--- src/rtl/bp_wb_pkg.sv ---
// Shared definitions for the output-buffer writeback streamer.
// HW_DSP_PE_COLS / HW_BP_OUT_BUF_DEPTH fall back to local defaults when the
// surrounding build does not provide them.

`ifndef HW_DSP_PE_COLS
`define HW_DSP_PE_COLS 15
`endif
`ifndef HW_BP_OUT_BUF_DEPTH
`define HW_BP_OUT_BUF_DEPTH 8
`endif

package bp_wb_pkg;

  typedef enum logic [1:0] {
    IDLE  = 2'd0,
    ISSUE = 2'd1,
    DRAIN = 2'd2
  } state_t;

  localparam int GROUPS = 4;
  localparam int BEAT_W = 64;

endpackage

--- src/rtl/bp_wb_fifo.sv ---
// Synchronous skid FIFO holding {last, data} beats, with occupancy count.

module bp_wb_fifo #(
  parameter int DEPTH = 4,
  parameter int W     = 65
) (
  input  logic                     clk,
  input  logic                     rst,
  input  logic                     push,
  input  logic [W-1:0]             push_data,
  input  logic                     pop,
  output logic [W-1:0]             head,
  output logic [$clog2(DEPTH):0]   count,
  output logic                     empty
);

  localparam int AW = $clog2(DEPTH);

  logic [W-1:0]  mem [DEPTH];
  logic [AW-1:0] wr_ptr;
  logic [AW-1:0] rd_ptr;

  // storage write; contents need no reset since the head is qualified by empty
  always_ff @(posedge clk) begin
    if (push) mem[wr_ptr] <= push_data;
  end

  // pointer and occupancy tracking
  always_ff @(posedge clk) begin
    if (rst) begin
      wr_ptr <= '0;
      rd_ptr <= '0;
      count  <= '0;
    end else begin
      if (push) wr_ptr <= wr_ptr + 1'b1;
      if (pop)  rd_ptr <= rd_ptr + 1'b1;
      case ({push, pop})
        2'b10:   count <= count + 1'b1;
        2'b01:   count <= count - 1'b1;
        default: count <= count;
      endcase
    end
  end

  assign head  = mem[rd_ptr];
  assign empty = (count == '0);

endmodule

--- src/rtl/bp_out_wb_streamer.sv ---
// Streams output-buffer contents (address-outer, group-inner) onto an
// AXI-Stream master with credit-based read issue into a skid FIFO.
// Optional macro BP_WB_STALL_CNT_EN adds the wb_stall_cnt output.

module bp_out_wb_streamer
  import bp_wb_pkg::*;
#(
  parameter int BP_COLS          = `HW_DSP_PE_COLS,
  parameter int BP_OUT_BUF_DEPTH = `HW_BP_OUT_BUF_DEPTH,
  parameter int RD_LAT           = 2,
  parameter int FIFO_DEPTH       = 4
) (
  input  logic                                  clk,
  input  logic                                  rst,
  input  logic                                  start,
  input  logic [BP_OUT_BUF_DEPTH-1:0]           cfg_addr_base,
  input  logic [BP_OUT_BUF_DEPTH:0]             cfg_addr_cnt,
  input  logic                                  cfg_buf_sel,
  output logic                                  busy,
  output logic                                  done,
  output logic [2:0]                            bp_out_buf_wb_en,
  output logic [BP_COLS*BP_OUT_BUF_DEPTH-1:0]   bp_out_buf_wb_addr,
  output logic                                  bp_out_buf_wb_sel,
  input  logic [BEAT_W-1:0]                     bp_out_wb_data,
  output logic [BEAT_W-1:0]                     m_axis_bp_out_wb_tdata,
  output logic                                  m_axis_bp_out_wb_tvalid,
  input  logic                                  m_axis_bp_out_wb_tready,
  output logic                                  m_axis_bp_out_wb_tlast
`ifdef BP_WB_STALL_CNT_EN
  ,
  output logic [31:0]                           wb_stall_cnt
`endif
);

  localparam int CW = $clog2(FIFO_DEPTH) + 1;
  localparam logic [CW:0]               CREDITS = (CW+1)'(FIFO_DEPTH);
  localparam logic [BP_OUT_BUF_DEPTH:0] ONE_ADDR = (BP_OUT_BUF_DEPTH+1)'(1);

  state_t                         state;
  logic [BP_OUT_BUF_DEPTH:0]      rem;
  logic [BP_OUT_BUF_DEPTH-1:0]    addr_q;
  logic [2:0]                     en_q;
  logic                           sel_q;
  logic [RD_LAT-1:0]              dl_vld;
  logic [RD_LAT-1:0]              dl_last;
  logic [CW-1:0]                  in_flight;
  logic [CW-1:0]                  fifo_count;
  logic [BEAT_W:0]                fifo_head;
  logic                           fifo_empty;
  logic                           fire;
  logic                           issue_last;
  logic                           push;
  logic                           pop;

  // The read presented on wb_en/addr is issued in any ISSUE cycle with credit;
  // without credit the presented read simply holds.
  assign fire       = (state == ISSUE) &&
                      (({1'b0, in_flight} + {1'b0, fifo_count}) < CREDITS);
  assign issue_last = (en_q == 3'(GROUPS-1)) && (rem == ONE_ADDR);
  assign push       = dl_vld[RD_LAT-1];
  assign pop        = m_axis_bp_out_wb_tvalid && m_axis_bp_out_wb_tready;

  // job FSM: latch configuration, walk addresses/groups, finish on final beat
  always_ff @(posedge clk) begin
    if (rst) begin
      state  <= IDLE;
      rem    <= '0;
      addr_q <= '0;
      en_q   <= '0;
      sel_q  <= 1'b0;
      done   <= 1'b0;
    end else begin
      done <= 1'b0;
      case (state)
        IDLE: begin
          if (start) begin
            if (cfg_addr_cnt != '0) begin
              state  <= ISSUE;
              rem    <= cfg_addr_cnt;
              addr_q <= cfg_addr_base;
              en_q   <= '0;
              sel_q  <= cfg_buf_sel;
            end else begin
              done <= 1'b1;
            end
          end
        end
        ISSUE: begin
          if (fire) begin
            if (issue_last) begin
              state <= DRAIN;
            end else if (en_q == 3'(GROUPS-1)) begin
              en_q   <= '0;
              addr_q <= addr_q + 1'b1;
              rem    <= rem - 1'b1;
            end else begin
              en_q <= en_q + 1'b1;
            end
          end
        end
        DRAIN: begin
          // Leaving on the tlast handshake itself (nothing in flight, FIFO
          // about to empty) puts done in the cycle right after it.
          if (pop && fifo_head[BEAT_W]) begin
            state <= IDLE;
            done  <= 1'b1;
          end
        end
        default: state <= IDLE;
      endcase
    end
  end

  // read-latency delay line and in-flight credit accounting
  always_ff @(posedge clk) begin
    if (rst) begin
      dl_vld    <= '0;
      dl_last   <= '0;
      in_flight <= '0;
    end else begin
      dl_vld[0]  <= fire;
      dl_last[0] <= fire && issue_last;
      for (int unsigned i = 1; i < RD_LAT; i++) begin
        dl_vld[i]  <= dl_vld[i-1];
        dl_last[i] <= dl_last[i-1];
      end
      in_flight <= in_flight + CW'(fire) - CW'(push);
    end
  end

  bp_wb_fifo #(
    .DEPTH (FIFO_DEPTH),
    .W     (BEAT_W + 1)
  ) u_fifo (
    .clk       (clk),
    .rst       (rst),
    .push      (push),
    .push_data ({dl_last[RD_LAT-1], bp_out_wb_data}),
    .pop       (pop),
    .head      (fifo_head),
    .count     (fifo_count),
    .empty     (fifo_empty)
  );

  assign busy                    = (state != IDLE);
  assign bp_out_buf_wb_en        = en_q;
  assign bp_out_buf_wb_addr      = {BP_COLS{addr_q}};
  assign bp_out_buf_wb_sel       = sel_q;
  assign m_axis_bp_out_wb_tvalid = !fifo_empty;
  assign m_axis_bp_out_wb_tdata  = fifo_empty ? '0 : fifo_head[BEAT_W-1:0];
  assign m_axis_bp_out_wb_tlast  = !fifo_empty && fifo_head[BEAT_W];

`ifdef BP_WB_STALL_CNT_EN
  // saturating count of back-pressured cycles, cleared per accepted job
  always_ff @(posedge clk) begin
    if (rst) begin
      wb_stall_cnt <= '0;
    end else if (start && (state == IDLE)) begin
      wb_stall_cnt <= '0;
    end else if (m_axis_bp_out_wb_tvalid && !m_axis_bp_out_wb_tready &&
                 (wb_stall_cnt != '1)) begin
      wb_stall_cnt <= wb_stall_cnt + 1'b1;
    end
  end
`endif

endmodule

--- config.mk ---
export PLATFORM = sky130hd
export DESIGN_NAME = bp_out_wb_streamer
export DESIGN_NICKNAME = d
export VERILOG_FILES = /design/src/rtl/bp_wb_pkg.sv /design/src/rtl/bp_wb_fifo.sv /design/src/rtl/bp_out_wb_streamer.sv
export SDC_FILE = /design/constraint.sdc
export NUM_CORES = 1
export LEC_CHECK = 0
export ABC_AREA = 1
export BUFFER_PORTS_ARGS = -buffer_cell sky130_fd_sc_hd__buf_2
export CORE_AREA = 4 4 199 123
export CTS_CLUSTER_SIZE = 20
export DETAILED_ROUTE_END_ITERATION = 12
export DIE_AREA = 0 0 203 127
export GPL_ROUTABILITY_DRIVEN = 0
export PLACE_DENSITY = 0.83
export SLEW_MARGIN = 20
export SYNTH_ARGS = -nofsm -noshare
export SYNTH_HDL_FRONTEND = slang
export SYNTH_SLANG_ARGS = --single-unit
--- constraint.sdc ---
create_clock -name clk -period 6.4 [get_ports clk]
set_input_delay 0.64 -clock clk [delete_from_list [all_inputs] [get_ports clk]]
set_output_delay 0.64 -clock clk [all_outputs]
set_load 0.02 [all_outputs]
==> flow_summary_export.csv, run 1 <==
group,metric,value,unit
cts,root_buffer,"clkbuf_16",
worst_setup_path,worst-path-buf-inv,3,
logic_synthesis,async_reset_ff_share,0,%
pwr,p_seq_share,37.3,%
worst_setup_path,path_class,"flop to output port",
placement,post-place-cells,1670,
global_routing,overflow,0,
floorplanning,io_pins,278,
logic_synthesis,syn_area,13200,um2
logic_synthesis,synthCells,1242,
global_routing,grt_pass1_vias,8531,
floorplanning,initial_core_util,58.0,%
pwr,cellPowerDensity,419,nW/um2
worst_setup_path,slowest_delay,0.76,ns
pwr,intPower,0.00392,W
cts,clock_sinks,300,
logic_synthesis,synthTopCellsByCount,"310 x nor2_1, 260 x edfxtp_1, 152 x o21ai_0",
logic_synthesis,yosysWarnings,0,
worst_setup_path,critPathTopFamily,"buffers and inverters",
cts,cts_resized,0,
worst_hold_path,min_path_type,"input port to flop",
cts,clk_latency,0.54,ns
pwr,clockPowerShare,29.0,%
pwr,p_sw_share,37.5,%
floorplanning,fp.dieH,127,um
pwr,power_frac_comb,33.7,%
route,ant_nets,0,
sta,fin_tns_setup,0,ns
cts,clock_path_buffers,3,
logic_synthesis,yosysMostFrequentCell,"nor2_1",
global_routing,grt_max_degree,97,
sta,finalMaxSlewViolations,0,
worst_setup_path,cp.arrival,3.14,ns
route,wl_per_cell,17.1,um
worst_hold_path,hold_depth,1,
pwr,p_sw,0.00235,W
cts,clkTransAtPathRegs,0.07,ns
cts,cts_buffers,27,
global_routing,grt_first_pass_wirelength,45400,um
logic_synthesis,synth_flop_cell,"edfxtp_1",
placement,dp_hpwl,18100,um
logic_synthesis,syn_nets,1343,
cells_and_area,drive_gt1_share,25.6,%
floorplanning,fp.coreArea,22800,um2
pwr,p_leak,6.10,nW
sta,rsz0062_at_grt,"no",
cts,cts_tree,"yes",
cts,h-tree-depth,1,
floorplanning,dieWidth,203,um
sta,hold_viol,0,
sta,setup_violations,0,
worst_setup_path,required,5.76,ns
cells_and_area,final_nets,1485,
logic_synthesis,synth.distinct_cells,30,
cts,cts_hold_buf,0,
worst_setup_path,worst_r2r_path_depth,10,
pwr,p_total,0.00628,W
flow_run,max-cap-violations,0,
route,drc,0,
placement,port_buffers,277,
worst_setup_path,setup.reg_to_reg.worst_slack,3.77,ns
worst_setup_path,reg2reg_from,"state[1]$_SDFFE_PP0P_",
worst_hold_path,hold_path.startpoint,"bp_out_wb_data[17]",
pwr,peakVddDrop,0.000379,V
worst_setup_path,startpoint_type,"flop",
logic_synthesis,postSynthAreaPerCell,10.6,um2
logic_synthesis,synth_edf_count,260,
sta,skew,0.0367,ns
floorplanning,dieArea,25800,um2
cts,postCtsSetupBuffers,0,
worst_setup_path,worstSetupEndpointType,"output port",
logic_synthesis,synth_top_area_cell,"edfxtp_1",
sta,finalCritPeriodShare,59.0,%
floorplanning,rows,43,
global_routing,antenna_found_initial,4,
route,routed_via_density,5.30,
worst_setup_path,crit_fanout,66,
cells_and_area,fin_cells,1721,
worst_setup_path,reg2reg_to,"addr_q[3]$_SDFFE_PP0P_",
sta,period_needed,3.78,ns
route,initialDrtViolationCount,814,
sta,slew_headroom,28.1,%
logic_synthesis,synth.area.top_cells,"edfxtp_1 59%, nor2_1 8.8%, buf_4 6.5%",
sta,max_freq,0.265,GHz
worst_setup_path,cp_cell_sequence,"inv_2, buf_4, o21ai_0, a21oi_1, buf_2",
worst_setup_path,worst_path_max_delay_cell,"inv_2",
route,via_count,9115,
cells_and_area,area_delta_synth_final,13.3,%
outcome,outcome,"complete, no violations",
global_routing,gr-usage-all-layers,21.8,%
logic_synthesis,yosysSeqAreaShare,65.2,%
logic_synthesis,netlist.area_leader.share,59.1,%
worst_hold_path,holdPathEnd,"u_fifo.mem[2][17]$_DFFE_PP_",
sta,tightest_slew,1.08,ns
route,dr.pass1.iters,5,
logic_synthesis,ys_ff_latch,300,
route,wirelength,29500,um
cells in the final DEF, fill, tap and decap left out, types with 4 or more instances in the layout:
| cell type | n |
|---|---|
| a21oi_1 | 89 |
| buf_2 | 277 |
| buf_4 | 10 |
| bufinv_16 | 8 |
| clkbuf_16 | 27 |
| clkinv_2 | 4 |
| clkinvlp_4 | 4 |
| dfxtp_1 | 38 |
| edfxtp_1 | 260 |
| ha_1 | 13 |
| inv_1 | 42 |
| inv_2 | 9 |
| nand2_1 | 91 |
| nand2_2 | 4 |
| nand3_1 | 31 |
| nand3b_1 | 4 |
| nand4_1 | 4 |
| nor2_1 | 310 |
| o21ai_0 | 152 |
kinds of logic (layout without fill, tap and decap cells):
family	count (synthesis)	count (layout)	synth area share, %
compound gates	241	241	9.13
xor+xnor	3	3	0.199
fa+ha+maj	15	15	1.53
buf+inv	226	389	10.0
flops	300	300	65.2
mux	1	1	0.0758
other cells	0	1	0
simple gates	456	456	13.9
cell type report:
class,instances,area (um2)
timing repair buffer,287,1460
antenna,1,2.50
multi-input combinational,716,3280
clock buffer,27,676
clock inverter,23,344
tap,315,394
inverter,52,195
fill,1710,7790
sequential,300,8610
sequential cells by signal, summed over array words and instances (netlist names), 2 cells and up, named ones only:
| signal | cells |
|---|---|
| addr_q | 8 |
| u_fifo.wr_ptr | 2 |
| state | 2 |
| dl_last | 2 |
| in_flight | 3 |
| rem | 9 |
| bp_out_buf_wb_en | 3 |
| u_fifo.count | 3 |
| u_fifo.mem | 260 |
| dl_vld | 2 |
| u_fifo.rd_ptr | 2 |
power groups by stage:
| stage | combinational (W) | clock, W | sequential [W] |
|---|---|---|---|
| floorplan | 0.00164 | 0 | 0.00237 |
| finish | 0.00211 | 0.00182 | 0.00234 |
| global placement | 0.00206 | 0 | 0.00238 |
| global route | 0.00229 | 0.00193 | 0.00236 |
| detailed placement | 0.00210 | 0 | 0.00239 |
| CTS | 0.00212 | 0.00184 | 0.00234 |
how the worst max path moves through the flow:
stage                                            end                          start  slack (ns)  cells after the start
after floorplan           u_fifo.mem[2][0]$_DFFE_PP_  u_fifo.wr_ptr[0]$_SDFFE_PP0P_        4.11                      4
after global placement    m_axis_bp_out_wb_tdata[51]                           flop        3.26                      5
after detailed placement  m_axis_bp_out_wb_tdata[51]                           flop        3.19                      5
after CTS                 m_axis_bp_out_wb_tdata[51]                           flop        2.62                      5
after global routing      m_axis_bp_out_wb_tdata[51]                           flop        2.36                      5
final                     m_axis_bp_out_wb_tdata[51]                           flop        2.62                      5
metal layers:
metal | share of wire [%] | wire length [um] | track usage, %
met5 | 0.18 | 53 | 0
met4 | 1.0 | 303 | 3.75
met2 | 47 | 13800 | 35.6
met1 | 44 | 12900 | 31.5
met3 | 8.4 | 2480 | 4.26
per-stage QoR:
stage / hold WS (ns) / worst slack (ns) / util [%] / area [um2]
2_1_floorplan: 0.388 / 4.11 / - / 13200
3_3_place_gp: 0.391 / 3.26 / 61.3 / 13900
3_5_place_dp: 0.397 / 3.19 / 61.3 / 13900
4_1_cts: 0.290 / 2.62 / 65.7 / 15000
5_1_grt: 0.284 / 2.36 / 65.7 / 15000
6_report: 0.308 / 2.62 / 65.8 / 15000
worst reg2reg max path, stage by stage, from the launching register on:
cell and delay, ns:
dfxtp_1 0.37, inv_1 0.07, nand2_1 0.55, inv_2 0.37, nand2_2 0.21, nand2_2 0.08
nor2_4 0.41, nand2_4 0.21, nand2_1 0.11, nand2_1 0.06, nor2_1 0.12
Power figures use the tool's default switching activity.
==> run 2, diff against run 1 <==
CORE_AREA = 4 4 206 128   (was 4 4 199 123)
DIE_AREA = 0 0 210 132   (was 0 0 203 127)
PLACE_DENSITY = 0.78   (was 0.83)
clock period = 3.5 ns   (was 6.4 ns; I/O delays follow)
==> flow_summary_export.csv, run 2 (synthesis results as in run 1) <==
group,metric,value,unit
route,drc,0,
cells_and_area,final_nets,1488,
floorplanning,dieArea,27700,um2
sta,finalCritPeriodShare,82.8,%
cts,clock_sinks,300,
cells_and_area,drive_gt1_share,24.9,%
pwr,power_frac_comb,35.3,%
cells_and_area,multiInputGateArea,3280,um2
worst_setup_path,required,3.15,ns
floorplanning,initial_core_util,53.6,%
worst_setup_path,crit_fanout,44,
route,met2WireLength,13100,um
route,wirelength,28600,um
placement,port_buffers,277,
route,dr.pass1.iters,5,
pwr,peakVddDrop,0.000512,V
cts,clk_latency,0.53,ns
worst_setup_path,startpoint_type,"flop",
worst_setup_path,cp.arrival,2.55,ns
flow_run,max-cap-violations,0,
sta,setup_violations,0,
route,wl_met1,12700,um
sta,max_freq,0.345,GHz
pwr,p_sw_share,38.4,%
sta,period_needed,2.90,ns
pwr,p_leak,6.04,nW
pwr,intPower,0.00673,W
cells_and_area,top_regs,"u_fifo.mem (260), rem (9), addr_q (8)",
global_routing,grt_pass1_vias,8501,
placement,dp_hpwl,17700,um
pwr,p_total,0.0109,W
global_routing,overflow,0,
floorplanning,fp.coreArea,24700,um2
cts,cts_resized,0,
sta,rsz0062_at_grt,"no",
worst_hold_path,min_path_type,"input port to flop",
cts,h-tree-depth,1,
route,met3WireLength,2350,um
outcome,outcome,"complete, no violations",
cts,root_buffer,"clkbuf_16",
cts,postCtsSetupBuffers,0,
cells_and_area,nFillCells,1997,
global_routing,gr-usage-all-layers,19.9,%
sta,hold_viol,0,
cells_and_area,largest_reg_flops,260,
cells_and_area,final_cell_mix,"310 x nor2_1, 277 x buf_2, 260 x edfxtp_1, 152 x o21ai_0, 91 x nand2_1",
cts,clock_path_buffers,3,
cells_and_area,final_common_cell,"nor2_1",
cts,cts_buffers,27,
route,initialDrtViolationCount,723,
route,wl_per_cell,16.5,um
sta,slew_headroom,39.4,%
pwr,p_seq_share,39.2,%
worst_setup_path,worstSetupEndpointType,"output port",
cts,cts_hold_buf,0,
route,routed_via_density,5.18,
pwr,clockPowerShare,25.5,%
cells_and_area,regArea,8610,um2
cells_and_area,regMostFlops,"u_fifo.mem",
global_routing,antenna_found_initial,3,
worst_setup_path,path_class,"flop to output port",
sta,tightest_slew,0.907,ns
sta,fin_tns_setup,0,ns
route,via_count,9000,
floorplanning,fp.dieH,132,um
sta,skew,0.0109,ns
cts,clkTransAtPathRegs,0.06,ns
sta,whs,0.0316,ns
route,top_layer,"met5",
floorplanning,io_pins,278,
placement,placed_cell_area,14000,um2
cts,cts_tree,"yes",
sta,finalMaxSlewViolations,0,
route,ant_nets,0,
global_routing,grt_first_pass_wirelength,44900,um
cells_and_area,final_area,14900,um2
cells_and_area,area_delta_synth_final,12.6,%
global_routing,grt_max_degree,66,
floorplanning,dieWidth,210,um
floorplanning,rows,45,
pwr,cellPowerDensity,734,nW/um2
pwr,p_sw,0.00419,W
-- run 2: cell count changes in the layout (fill, tap and decap cells not counted) --
cell,delta
clkinv_1,+5
clkinvlp_2,+2
diode_2,+1
clkbuf_1,+5
bufinv_16,-6
clkinv_2,-2
buf_4,-1
buf_12,+4
clkinv_4,-1
inv_8,-1
clkinvlp_4,-4
-- run 2: final cells by class --
type / instances / share of cell area [%]
Antenna cell: 2 / 0.0337
Sequential cell: 300 / 57.9
Tap cell: 329 / 2.77
Clock buffer: 32 / 4.67
Timing Repair Buffer: 290 / 10.3
Clock inverter: 16 / 0.892
Inverter: 52 / 1.31
Multi-Input combinational cell: 716 / 22.1
-- run 2: metrics by stage --
step	instances	utilization (%)	setup slack, ns
global route	1736	60.3	0.387
finish	1737	60.3	0.602
detailed placement	1687	56.9	1.07
global placement	1687	56.9	1.16
CTS	1735	60.3	0.560
floorplan	1242	-	1.21
-- run 2: power by group through the flow --
stage	registers (W)	logic, W	clock network (W)
2_1_floorplan	0.00433	0.00299	0
3_3_place_gp	0.00434	0.00381	0
3_5_place_dp	0.00435	0.00386	0
4_1_cts	0.00428	0.00389	0.00285
5_1_grt	0.00431	0.00421	0.00300
6_report	0.00428	0.00386	0.00278
-- run 2: layer usage --
layer	vias up	GRT usage, %
li1	4396	-
met1	4224	29.4
met2	332	31.0
met3	44	4.40
met4	4	3.98
met5	-	0
-- run 2: worst max-delay path: stages, from the launching register on --
cell     delay, ns
dfxtp_4       0.44
inv_2         0.49
buf_4         0.49
o21ai_0       0.19
a21oi_1       0.19
buf_2         0.20
-- run 2: worst paths after layout --
kind                              start                          end  slack [ns]  cells past startpoint
hold reg to reg    dl_vld[0]$_SDFF_PP0_         dl_vld[1]$_SDFF_PP0_        0.41                      2
setup / recovery                   flop    m_axis_bp_out_wb_tdata[2]        0.60                      5
hold / removal       bp_out_wb_data[60]  u_fifo.mem[2][60]$_DFFE_PP_        0.03                      1
setup reg to reg  state[1]$_SDFFE_PP0P_          rem[8]$_SDFFE_PP0P_        1.02                     10
==> run 3, diff against run 2 <==
clock period = 2.75 ns   (was 3.5 ns; I/O delays follow)
==> flow_summary_export.csv, run 3 (synthesis results as in run 1) <==
group,metric,value,unit
outcome,outcome,"complete, no violations",
cts,cts_tree,"yes",
pwr,peakVddDrop,0.000688,V
placement,post-place-cells,1696,
flow_run,max-cap-violations,0,
floorplanning,initial_core_util,53.6,%
floorplanning,dieWidth,210,um
floorplanning,rows,45,
cts,clkTransAtPathRegs,0.07,ns
worst_setup_path,slowest_delay,0.52,ns
pwr,p_seq_share,38.8,%
placement,port_buffers,277,
pwr,p_total,0.0140,W
route,wl_per_cell,16.5,um
sta,whs,0.0302,ns
floorplanning,fp.dieH,132,um
worst_hold_path,min_path_type,"input port to flop",
sta,slew_headroom,42.8,%
pwr,cellPowerDensity,901,nW/um2
route,initialDrtViolationCount,833,
sta,tightest_slew,0.858,ns
placement,dp_hpwl,18000,um
cells_and_area,final_cell_mix,"310 x nor2_1, 277 x buf_2, 260 x edfxtp_1, 152 x o21ai_0, 91 x nand2_1",
worst_setup_path,worstSetupEndpointType,"output port",
sta,finalMaxSlewViolations,0,
sta,setup_violations,0,
cells_and_area,largest_reg_flops,260,
pwr,p_leak,6.37,nW
worst_setup_path,path_class,"flop to output port",
pwr,p_sw_share,38.7,%
pwr,intPower,0.00861,W
floorplanning,dieArea,27700,um2
sta,skew,0.0109,ns
worst_setup_path,cp.arrival,2.19,ns
cts,clock_path_buffers,3,
pwr,clockPowerShare,24.8,%
route,drc,0,
cells_and_area,drive_gt1_share,24.2,%
pwr,p_sw,0.00542,W
worst_setup_path,crit_fanout,34,
cells_and_area,antenna_cells,0,
cells_and_area,regMostFlops,"u_fifo.mem",
cells_and_area,final_area,15600,um2
worst_setup_path,worst_path_max_delay_cell,"dfxtp_4",
global_routing,grt_pass1_vias,8876,
cts,root_buffer,"clkbuf_16",
sta,rsz0062_at_grt,"no",
cells_and_area,nFillCells,1878,
worst_setup_path,startpoint_type,"flop",
worst_setup_path,cp_cell_sequence,"buf_4, nor2_1, nor2_1, o21ai_0, a21oi_1, buf_2",
sta,max_freq,0.406,GHz
cts,cts_buffers,27,
route,routed_via_density,5.15,
cells_and_area,area_delta_synth_final,17.9,%
global_routing,antenna_found_initial,0,
global_routing,grt_first_pass_wirelength,46100,um
placement,placed_cell_area,14100,um2
cts,cts_resized,0,
route,wirelength,29900,um
worst_setup_path,critPathTopFamily,"buffers and inverters",
route,ant_nets,0,
cts,clock_sinks,300,
cts,h-tree-depth,1,
sta,hold_viol,0,
pwr,power_frac_comb,36.5,%
cells_and_area,top_regs,"u_fifo.mem (260), rem (9), addr_q (8)",
global_routing,grt_max_degree,66,
worst_setup_path,worst-path-buf-inv,2,
cells_and_area,final_common_cell,"nor2_1",
sta,finalCritPeriodShare,89.7,%
sta,period_needed,2.47,ns
floorplanning,fp.coreArea,24700,um2
cells_and_area,final_nets,1563,
global_routing,overflow,0,
route,dr.pass1.iters,6,
floorplanning,io_pins,278,
cts,clk_latency,0.53,ns
cells_and_area,fin_cells,1810,
global_routing,gr-usage-all-layers,20.4,%
sta,fin_tns_setup,0,ns
worst_setup_path,cpMostUsedCell,"nor2_1",
worst_setup_path,required,2.48,ns
route,via_count,9330,
run 3: changes by cell type in the layout (fill, tap and decap cells not counted), sizes merged, moves of 2 or more:
| cell | change |
|---|---|
| dlygate4sd3 | +66 |
| clkinvlp | -2 |
| clkinv | +5 |
| diode | -2 |
| buf | +9 |
run 3: worst paths after layout:
kind | depth (start not counted) | to | slack [ns] | start
worst min register to register | 2 | dl_vld[1]$_SDFF_PP0_ | 0.40 | dl_vld[0]$_SDFF_PP0_
worst max-delay path | 6 | m_axis_bp_out_wb_tdata[49] | 0.28 | flop
worst min-delay path | 3 | done$_SDFF_PP0_ | 0.03 | m_axis_bp_out_wb_tready
worst max register to register | 12 | in_flight[2]$_SDFF_PP0_ | 0.36 | u_fifo.count[2]$_SDFFE_PP0P_
run 3: through the flow:
stage	utilization (%)	setup slack, ns
floorplan	-	0.464
global placement	57.2	0.474
detailed placement	57.2	0.380
CTS	63.1	0.256
global route	63.1	0.0546
finish	63.1	0.284
run 3: final cells by class:
cell class                 count  area [um2]  share of cell area [%]
sequential                   300        8610                    55.3
multi-input combinational    716        3280                    21.1
timing repair buffer         365        2260                    14.5
clock buffer                  31         691                    4.44
tap                          329         412                    2.64
inverter                      52         195                    1.25
clock inverter                17         114                   0.731
run 3: power groups by stage:
stage	logic, W	clock network, W	registers (W)
floorplan	0.00381	0	0.00551
global placement	0.00494	0	0.00552
detailed placement	0.00502	0	0.00553
CTS	0.00512	0.00355	0.00544
global route	0.00554	0.00376	0.00549
finish	0.00512	0.00348	0.00544
run 3: tightest hold or removal path: cells and delay by family:
family / cells / cell delay (ns)
buffers and inverters: 1 / 0.11
AND/OR/NAND/NOR: 1 / 0.08
AO/OA/AOI/OAI: 1 / 0.06
run 3: what timing repair did:
item | in CTS | in global routing
setup buffers | 0 | 0
endpoints found under the hold margin | 258 | 0
hold buffers | 66 | 0
run 3: layer usage:
metal	wire (um)	global-route usage (%)	vias to the layer above
met4	473	4.42	0
met5	0	0	-
met2	14200	33.0	352
met1	12900	29.0	4396
met3	2300	4.02	37
li1	-	-	4545
